[src/rtl/serial_rx_if.sv]
// Bus bundle between the 8N1 UART receiver and its consumer.
// The receiver takes the slave side. The line driver and byte consumer take the master side.
interface serial_rx_if;
    logic       rx;
    logic       wr;
    logic [7:0] data;
    logic       err;
    logic       busy;

    modport master (output rx, input wr, data, err, busy);
    modport slave  (input rx, output wr, data, err, busy);
endinterface

[src/rtl/serial_rx.sv]
// 8N1 UART receiver: mid-bit sampling, one-cycle byte strobe, framing-error strobe, break hold-off.
// Optional macro SERIAL_RX_SYNC_EN adds a two-flop input synchroniser for use straight behind a pad.
module serial_rx #(
    parameter int CLK_FREQ  = 48_000_000,
    parameter int BAUD_RATE = 115_200
) (
    input  logic        i_clk,
    input  logic        i_rst_n,
    serial_rx_if.slave  if_rx
);
    localparam int BIT_TICKS  = CLK_FREQ / BAUD_RATE;
    localparam int HALF_TICKS = BIT_TICKS / 2;
    localparam int CNT_W      = $clog2(BIT_TICKS);
    localparam logic [CNT_W-1:0] HALF_LOAD = CNT_W'(HALF_TICKS - 1);
    localparam logic [CNT_W-1:0] BIT_LOAD  = CNT_W'(BIT_TICKS - 1);

    typedef enum logic [2:0] {
        S_IDLE,
        S_START,
        S_DATA,
        S_STOP,
        S_BREAK
    } state_t;

    state_t           r_state;
    logic [CNT_W-1:0] r_cnt;
    logic [2:0]       r_idx;
    logic [7:0]       r_shift;
    logic [7:0]       r_data;
    logic             r_wr;
    logic             r_err;
    logic             r_busy;
    logic             w_rx_s;

`ifdef SERIAL_RX_SYNC_EN
    logic [1:0] r_sync;

    always_ff @(posedge i_clk or negedge i_rst_n) begin
        if (!i_rst_n) begin
            r_sync <= 2'b11;
        end else begin
            r_sync <= {r_sync[0], if_rx.rx};
        end
    end

    assign w_rx_s = r_sync[1];
`else
    assign w_rx_s = if_rx.rx;
`endif

    // The tick counter counts down to zero, and the line is sampled on the zero cycle.
    // START loads half a bit, so every sample after it falls at mid-bit.
    always_ff @(posedge i_clk or negedge i_rst_n) begin
        if (!i_rst_n) begin
            r_state <= S_IDLE;
            r_cnt   <= '0;
            r_idx   <= '0;
            r_shift <= '0;
            r_data  <= '0;
            r_wr    <= 1'b0;
            r_err   <= 1'b0;
            r_busy  <= 1'b0;
        end else begin
            r_wr  <= 1'b0;
            r_err <= 1'b0;
            case (r_state)
                S_IDLE: begin
                    r_busy <= ~w_rx_s;
                    if (!w_rx_s) begin
                        r_cnt   <= HALF_LOAD;
                        r_state <= S_START;
                    end
                end
                S_START: begin
                    r_busy <= 1'b1;
                    if (r_cnt != '0) begin
                        r_cnt <= r_cnt - 1'b1;
                    end else if (w_rx_s) begin
                        r_state <= S_IDLE;
                    end else begin
                        r_idx   <= '0;
                        r_cnt   <= BIT_LOAD;
                        r_state <= S_DATA;
                    end
                end
                S_DATA: begin
                    r_busy <= 1'b1;
                    if (r_cnt != '0) begin
                        r_cnt <= r_cnt - 1'b1;
                    end else begin
                        r_shift <= {w_rx_s, r_shift[7:1]};
                        r_cnt   <= BIT_LOAD;
                        if (r_idx == 3'd7) begin
                            r_state <= S_STOP;
                        end else begin
                            r_idx <= r_idx + 3'd1;
                        end
                    end
                end
                S_STOP: begin
                    r_busy <= 1'b1;
                    if (r_cnt != '0) begin
                        r_cnt <= r_cnt - 1'b1;
                    end else if (w_rx_s) begin
                        r_wr    <= 1'b1;
                        r_data  <= r_shift;
                        r_state <= S_IDLE;
                    end else begin
                        r_err   <= 1'b1;
                        r_state <= S_BREAK;
                    end
                end
                S_BREAK: begin
                    // A line held low must not be decoded as a stream of 0x00 frames.
                    r_busy <= 1'b1;
                    if (w_rx_s) begin
                        r_state <= S_IDLE;
                    end
                end
                default: begin
                    r_state <= S_IDLE;
                end
            endcase
        end
    end

    assign if_rx.wr   = r_wr;
    assign if_rx.data = r_data;
    assign if_rx.err  = r_err;
    assign if_rx.busy = r_busy;
endmodule
[src/flat_wrapper.sv]
// flat-port wrapper written by rule: the top's interface ports become plain ports
module serial_rx_flat 
#(
    parameter int CLK_FREQ  = 48_000_000,
    parameter int BAUD_RATE = 115_200
)
  (i_clk, i_rst_n, if_rx_rx, if_rx_wr, if_rx_data, if_rx_err, if_rx_busy);
  serial_rx_if if_rx_i ();
  input  logic i_clk;
  input  logic i_rst_n;
  input wire logic [$bits(if_rx_i.rx)-1:0] if_rx_rx;
  output wire logic [$bits(if_rx_i.wr)-1:0] if_rx_wr;
  output wire logic [$bits(if_rx_i.data)-1:0] if_rx_data;
  output wire logic [$bits(if_rx_i.err)-1:0] if_rx_err;
  output wire logic [$bits(if_rx_i.busy)-1:0] if_rx_busy;
  assign if_rx_i.rx = if_rx_rx;
  assign if_rx_wr = if_rx_i.wr;
  assign if_rx_data = if_rx_i.data;
  assign if_rx_err = if_rx_i.err;
  assign if_rx_busy = if_rx_i.busy;
  serial_rx #(.CLK_FREQ(CLK_FREQ), .BAUD_RATE(BAUD_RATE)) u_core (.i_clk(i_clk), .i_rst_n(i_rst_n), .if_rx(if_rx_i));
endmodule
[config.mk]
export PLATFORM = sky130hd
export DESIGN_NAME = serial_rx_flat
export DESIGN_NICKNAME = d
export VERILOG_FILES = /design/src/rtl/serial_rx_if.sv /design/src/rtl/serial_rx.sv /design/src/flat_wrapper.sv
export SDC_FILE = /design/constraint.sdc
export NUM_CORES = 1
export LEC_CHECK = 0
export CORE_AREA = 2 2 60 62
export CTS_CLUSTER_SIZE = 25
export DETAILED_ROUTE_END_ITERATION = 12
export DIE_AREA = 0 0 62 64
export GPL_TIMING_DRIVEN = 0
export PLACE_DENSITY = 0.75
export RECOVER_POWER = 100
export SYNTH_ARGS = -nofsm -noshare
export SYNTH_HDL_FRONTEND = slang
export SYNTH_SLANG_ARGS = --single-unit
[constraint.sdc]
create_clock -name i_clk -period 2 [get_ports i_clk]
set_input_delay 0.3 -clock i_clk [delete_from_list [all_inputs] [get_ports i_clk]]
set_output_delay 0.3 -clock i_clk [all_outputs]
set_load 0.02 [all_outputs]
==> metrics.csv, run 1 <==
stage,metric,value,unit
status,status,"finished, violations left",
status,failing checks,"capacitance limit, slew limit, setup timing",
clocking,Num CTS Buffers,5,
placement,"Cell Area, Placed",0.00183,mm2
synth,Cell variety after synth,40,
clocking,TritonCTS Sinks,34,
critical_path,crit path buf inv count,1,
sta,Final Critical Period,2010,ps
layout,Final Util,0.603,
floorplan,IO Pins,14,
pwr,VDD IR max,0.362,mV
floorplan,Die Wd,62,um
floorplan,core area,0.00328,mm2
grt,largest net degree at the start of global routing,35,
sta,Fmax,498,MHz
detailed_routing,vias per cell,6.05,
critical_path,"Largest delay share family, worst path",simple AND/OR/NAND/NOR gates,
floorplan,overall die area,0.00397,mm2
floorplan,row count,21,
critical_path,"Max FO, Critical Path",8,
critical_path,Critical Path RT,2220,ps
sta,Finish-stage setup viols,8,
layout,fin area,0.00198,mm2
placement,number of port buffers,12,
synth,synthesized instance count,142,
detailed_routing,Vias,1294,
min_path,Hold Path Class,input port to register,
synth,number of flops mapped to enable cells by yosys,0,
sta,Tightest Pin Transition,1780,ps
synth,"FF+latch count, synth",34,
synth,yosys warns,0,
critical_path,Crit. End Element,register,
layout,# nets final,174,
grt,initial antenna violation count,0,
pwr,pwr/cell area,954,mW/mm2
layout,Area Growth Syn to Fin,19.6,%
critical_path,WS Path Type,register to register,
flow_run,max cap viols,1,
clocking,CTS tree,yes,
synth,area share of the largest cell type after synthesis,0.514,
detailed_routing,# DRC,0,
pwr,Overall Power,1890,uW
grt,first-pass GRT wire length,5.30,mm
detailed_routing,DRT iter0 DRCs,109,
clocking,clock slew at reported path FFs,90,ps
synth,Synthesized Nets,148,
layout,share of cells above drive strength 1,0.268,
floorplan,Initial Utilization,0.504,
placement,Setup Slack @ Placement,-238,ps
sta,RSZ-0062 raised after global routing,yes,
detailed_routing,TritonRoute pass-1 iters,4,
detailed_routing,Antenna Nets Post-Route,0,
synth,top_reg_cell synth,dfrtp_1,
synth,"Seq/Total Area, Yosys",0.514,
critical_path,startpoint type of the worst setup path,register,
layout,diodes inserted,0,
synth,cell area after synthesis,0.00166,mm2
grt,GRT Util Overall,0.179,
sta,final setup margin,-7.49,ps
clocking,CTS Buffer Depth,2,
critical_path,highest-delay cell along the critical path,or4_4,
placement,RePlAce Congestion,0.876,
synth,"FFs w/ async S/R, synth",1.00,
pwr,P_leak,0.000908,uW
clocking,CTS Root Cell,clkbuf_4,
placement,HPWL after DPL,2.10,mm
sta,Max Slew Vio Count,35,
layout,"commonest non-fill, non-tap cell in the layout",dfrtp_1,
critical_path,crit-path cells,"inv_2, ha_4, nor4b_4, nand2_2, or4_4, mux2_4",
clocking,Clock Latency Late Sink,330,ps
detailed_routing,Routed WL,3.26,mm
synth,cell taking the most area after synthesis,dfrtp_1,
detailed_routing,WL per Instance,15.2,um
synth,Avg Inst Size Synth,11.7,um2
synth,largest cells by area after synthesis,"dfrtp_1 (51%), mux2_4 (7.3%), mux2_2 (6.1%)",
floorplan,die boundary height,64,um
sta,fin crit share,1.00,
critical_path,"slowest stage delay, CP",540,ps
sta,Final Hold Viols,0,
clocking,H-tree levels,2,
sta,clock skew,3.37,ps
layout,most frequent cells in the layout,"dfrtp_1 (34), nor2_1 (11), clkdlybuf4s50_1 (11)",
sta,Slew HR,-0.189,
grt,vias in the first global route,1250,
grt,total gr overflow,0,
critical_path,CP arrival,2220,ps
[where the power goes]
part	internal [uW]	switching, uW
Sequential	788	165
Combinational	274	322
Clock	132	206
Total	1190	694
[worst reg2reg max path, delay by kind of cell (launching register included)]
family	cells	cell delay [ps]
adder cells (fa/ha/maj)	1	140
buffers and inverters	1	80
flip-flops	1	410
multiplexers	1	330
AND/OR/NAND/NOR	3	940
[metal layers]
| metal | track usage | routed length [um] | part of all wire | vias to the layer above |
|---|---|---|---|---|
| met3 | 0.0425 | 206 | 0.063 | 10 |
| met5 | 0 | 0 | 0 | - |
| met4 | 0.0957 | 65 | 0.020 | 0 |
| met2 | 0.275 | 1670 | 0.51 | 45 |
| li1 | - | - | - | 586 |
| met1 | 0.226 | 1320 | 0.40 | 653 |
[cell type report]
type | instances | area [um2]
fillers | 254 | 1310
plain buffers | 5 | 20.0
repair buffers | 20 | 174
well taps | 46 | 57.6
inverters | 3 | 11.3
multi-input cells | 99 | 821
flip-flops and latches | 34 | 851
clock buffers | 7 | 45.0
[stage by stage]
stage / cells / TNS [ps] / hold WS, ps
after global placement: 200 / -2990 / 478
after floorplan: 142 / -286 / 4.41
after detailed placement: 200 / -4110 / 405
final: 214 / -41.0 / 387
after global routing: 214 / -615 / 408
after CTS: 212 / -13.1 / 40.4
[cell usage after synthesis (4+ instances only)]
master / instances
nor3_1: 6
mux2_2: 9
nand2_1: 4
mux2_4: 8
dfrtp_1: 34
o21ai_0: 4
nor2_1: 12
a211oi_1: 4
a21oi_1: 8
clkbuf_1: 5
[final timing paths]
path                            cells after the start       startpoint                    to  slack [ps]
worst max-delay path                                6  u_core.r_cnt[0]  u_core.if_rx.data[7]          -7
max in group asynchronous                           1          i_rst_n       u_core.r_idx[2]         540
worst min register to register                      1  u_core.r_idx[2]       u_core.r_idx[2]         510
worst min-delay path                                3         if_rx_rx       u_core.if_rx.wr         390
min in group asynchronous                           1          i_rst_n       u_core.r_cnt[2]         440
worst max register to register                      6  u_core.r_cnt[0]  u_core.if_rx.data[7]          -7
[logic make-up after synthesis]
| logic type | Yosys count | share of synthesized area |
|---|---|---|
| compound gates | 35 | 0.147 |
| buf+inv | 9 | 0.0249 |
| fa+ha+maj | 3 | 0.0227 |
| simple gates | 43 | 0.151 |
| mux | 18 | 0.140 |
| flops | 34 | 0.514 |
[registers in the layout, summed over array words and instances (netlist names)]
signal,cells
u_core.r_state,3
u_core.if_rx.err,1
u_core.r_cnt,9
u_core.r_idx,3
u_core.if_rx.wr,1
u_core.if_rx.data,8
u_core.if_rx.busy,1
u_core.r_shift,8
[repair_timing]
item / CTS / global route
endpoints found under the setup margin: 23 / 16
hold buffers: 0 / 0
resized for setup: 7 / 8
pin swaps: 2 / 0
setup buffers: 6 / 2
Note: power is estimated with default switching activity, not from simulation.
==> run 2: changes to the inputs <==
SETUP_SLACK_MARGIN = 0.3   (was default)
==> run 2 against run 1 <==
  * The run ends with capacitance limit, slew limit left
  * Fmax grew 2.0%
  * Via count grew 0.85%
  * Clock skew grew 4.8 ps
  * Power grew 12%
  * Sequential share of layout area shrank 3.5 points
  * Register-to-register slack gained 40 ps
  * Count of clock-buffer cells in the layout is the same
  * Cell count grew 4.7%
  * Critical path depth shrank 1
==> metrics.csv, run 2 (synthesized netlist as in run 1, its figures left out) <==
stage,metric,value,unit,change
layout,"commonest non-fill, non-tap cell in the layout",dfrtp_1,,
detailed_routing,top sig layer,met4,,
clocking,Num CTS Buffers,5,,unchanged
grt,GRT Util Overall,0.210,,+0.0314
pwr,P_leak,0.00101,uW,+12%
critical_path,Worst Reg-to-Reg Cells,5,,-1
detailed_routing,vias per cell,5.83,,-3.7%
flow_run,max cap viols,1,,unchanged
placement,number of port buffers,12,,unchanged
detailed_routing,Routed WL,3.89,mm,+19%
clocking,clock slew at reported path FFs,110,ps,+20 ps
sta,Fmax,508,MHz,+2.0%
clocking,CTS Buffer Depth,2,,unchanged
layout,share of cells above drive strength 1,0.371,,+0.103
detailed_routing,Vias,1305,,+0.85%
clocking,hold buffer count at cts,0,,unchanged
critical_path,startpoint type of the worst setup path,register,,
floorplan,IO Pins,14,,unchanged
status,status,"finished, violations left",,
critical_path,WS Path Type,register to register,,
floorplan,overall die area,0.00397,mm2,unchanged
layout,diodes inserted,0,,unchanged
detailed_routing,Antenna Nets Post-Route,0,,unchanged
detailed_routing,DRT iter0 DRCs,58,,-47%
pwr,pwr/cell area,979,mW/mm2,+2.6%
grt,first-pass GRT wire length,6.05,mm,+14%
floorplan,die boundary height,64,um,unchanged
sta,fin crit share,0.984,,-0.0194
floorplan,core area,0.00328,mm2,unchanged
critical_path,CP arrival,2210,ps,about the same
sta,RSZ-0062 raised after global routing,yes,,
clocking,CTS Root Cell,clkbuf_4,,
floorplan,Die Wd,62,um,unchanged
clocking,CTS tree,yes,,
detailed_routing,# DRC,0,,unchanged
sta,Final Critical Period,1970,ps,-38.9 ps
layout,# nets final,183,,+5.2%
layout,Largest register FFs,9,,unchanged
min_path,Hold Path Class,input port to async pin,,
sta,Max Slew Vio Count,35,,unchanged
detailed_routing,WL per Instance,17.4,um,+14%
grt,total gr overflow,0,,unchanged
clocking,H-tree levels,2,,unchanged
detailed_routing,WL met1,1.54,mm,+16%
sta,Finish-stage setup viols,0,,-8
placement,HPWL after DPL,2.25,mm,+7.0%
floorplan,row count,21,,unchanged
sta,Tightest Pin Transition,1750,ps,-29.6 ps
grt,initial antenna violation count,0,,unchanged
pwr,VDD IR max,0.656,mV,+81%
critical_path,"Max FO, Critical Path",8,,unchanged
detailed_routing,met2 routed WL,2.06,mm,+23%
critical_path,Critical Path RT,2240,ps,+20 ps
clocking,TritonCTS Sinks,34,,unchanged
sta,Slew HR,-0.169,,+0.0197
status,failing checks,"capacitance limit, slew limit",,
sta,setup tns final,0,ps,+41.0 ps
floorplan,Initial Utilization,0.504,,unchanged
sta,clock skew,8.17,ps,+4.80 ps
detailed_routing,wire length on met3,182,um,-12%
placement,RePlAce Congestion,0.893,,+2.0%
sta,Final Hold Viols,0,,unchanged
layout,Area Growth Syn to Fin,30.1,%,
grt,largest net degree at the start of global routing,35,,unchanged
grt,vias in the first global route,1341,,+7.3%
clocking,Clock Latency Late Sink,350,ps,+20 ps
layout,largest register by flop count,u_core.r_cnt,,
layout,most frequent cells in the layout,"dfrtp_1 (34), nor2_1 (10), buf_4 (10)",,
detailed_routing,TritonRoute pass-1 iters,4,,unchanged
layout,Final Util,0.656,,+0.0530
critical_path,Crit. End Element,register,,
run 2: changes by cell type in the layout (fill, tap and decap cells not counted), moves of 2 or more:
| cell | before | now |
|---|---|---|
| a211oi_1 | 4 | 1 |
| nor2_2 | 0 | 2 |
| clkdlybuf4s50_1 | 11 | 0 |
| o21ai_0 | 3 | 1 |
| buf_6 | 0 | 5 |
| dlygate4sd3_1 | 0 | 9 |
| a211oi_2 | 0 | 3 |
| buf_4 | 8 | 10 |
| o21ai_1 | 0 | 2 |
run 2: worst paths after layout:
kind	endpoint	slack, ps	startpoint
setup reg to reg	u_core.if_rx.data[2]	30	u_core.r_cnt[6]
max in group asynchronous	u_core.r_state[1]	580	i_rst_n
hold reg to reg	u_core.if_rx.data[4]	510	u_core.if_rx.data[4]
min in group i_clk	u_core.r_state[2]	400	if_rx_rx
setup / recovery	u_core.if_rx.data[2]	30	u_core.r_cnt[6]
hold / removal	u_core.if_rx.data[0]	400	i_rst_n
run 2: timing repair:
action / in CTS / in global routing
pin swaps: 10 / 6
gates resized for setup: 22 / 22
hold endpoints to repair: 0 / 0
endpoints found under the setup margin: 30 / 35
buffers inserted: 12 / 4
run 2: through the flow:
stage | total power (uW) | hold WS, ps | instance area [um2] | instances | setup slack, ps
4_1_cts | 1980 | 31.7 | 2100 | 220 | 70.4
2_1_floorplan | 1280 | 4.41 | 1670 | 142 | -35.7
3_5_place_dp | 1410 | 402 | 1840 | 200 | -219
5_1_grt | 2240 | 440 | 2150 | 224 | -18.7
6_report | 2110 | 399 | 2150 | 224 | 31.4
3_3_place_gp | 1380 | 482 | 1850 | 200 | -178
run 2: metal layers:
layer  vias to the layer above  GRT usage
met3                        15     0.0789
met1                       639      0.228
met4                         0      0.106
li1                        608          -
met5                         -          0
met2                        43      0.345
run 2: where the power goes:
group	switching (uW)	internal (uW)	total, uW	leakage [uW]
Combinational	380	347	727	0.000535
Clock	233	170	403	0.0000353
Sequential	190	787	977	0.000443
Total	803	1300	2110	0.00101
run 2: worst max-delay path, stage by stage (launching register included):
cell	delay (ps)
dfrtp_1	540
nor3_4	310
nand2_2	100
or4_4	440
buf_8	160
mux2_4	300
run 2: final cells by class:
class | instances | area [um2]
buffer | 6 | 36.3
clock buffer | 7 | 55.1
clock inverter | 1 | 5.00
fill | 255 | 1130
inverter | 3 | 11.3
multi-input combinational | 99 | 901
sequential | 34 | 851
tap | 46 | 57.6
timing repair buffer | 28 | 236
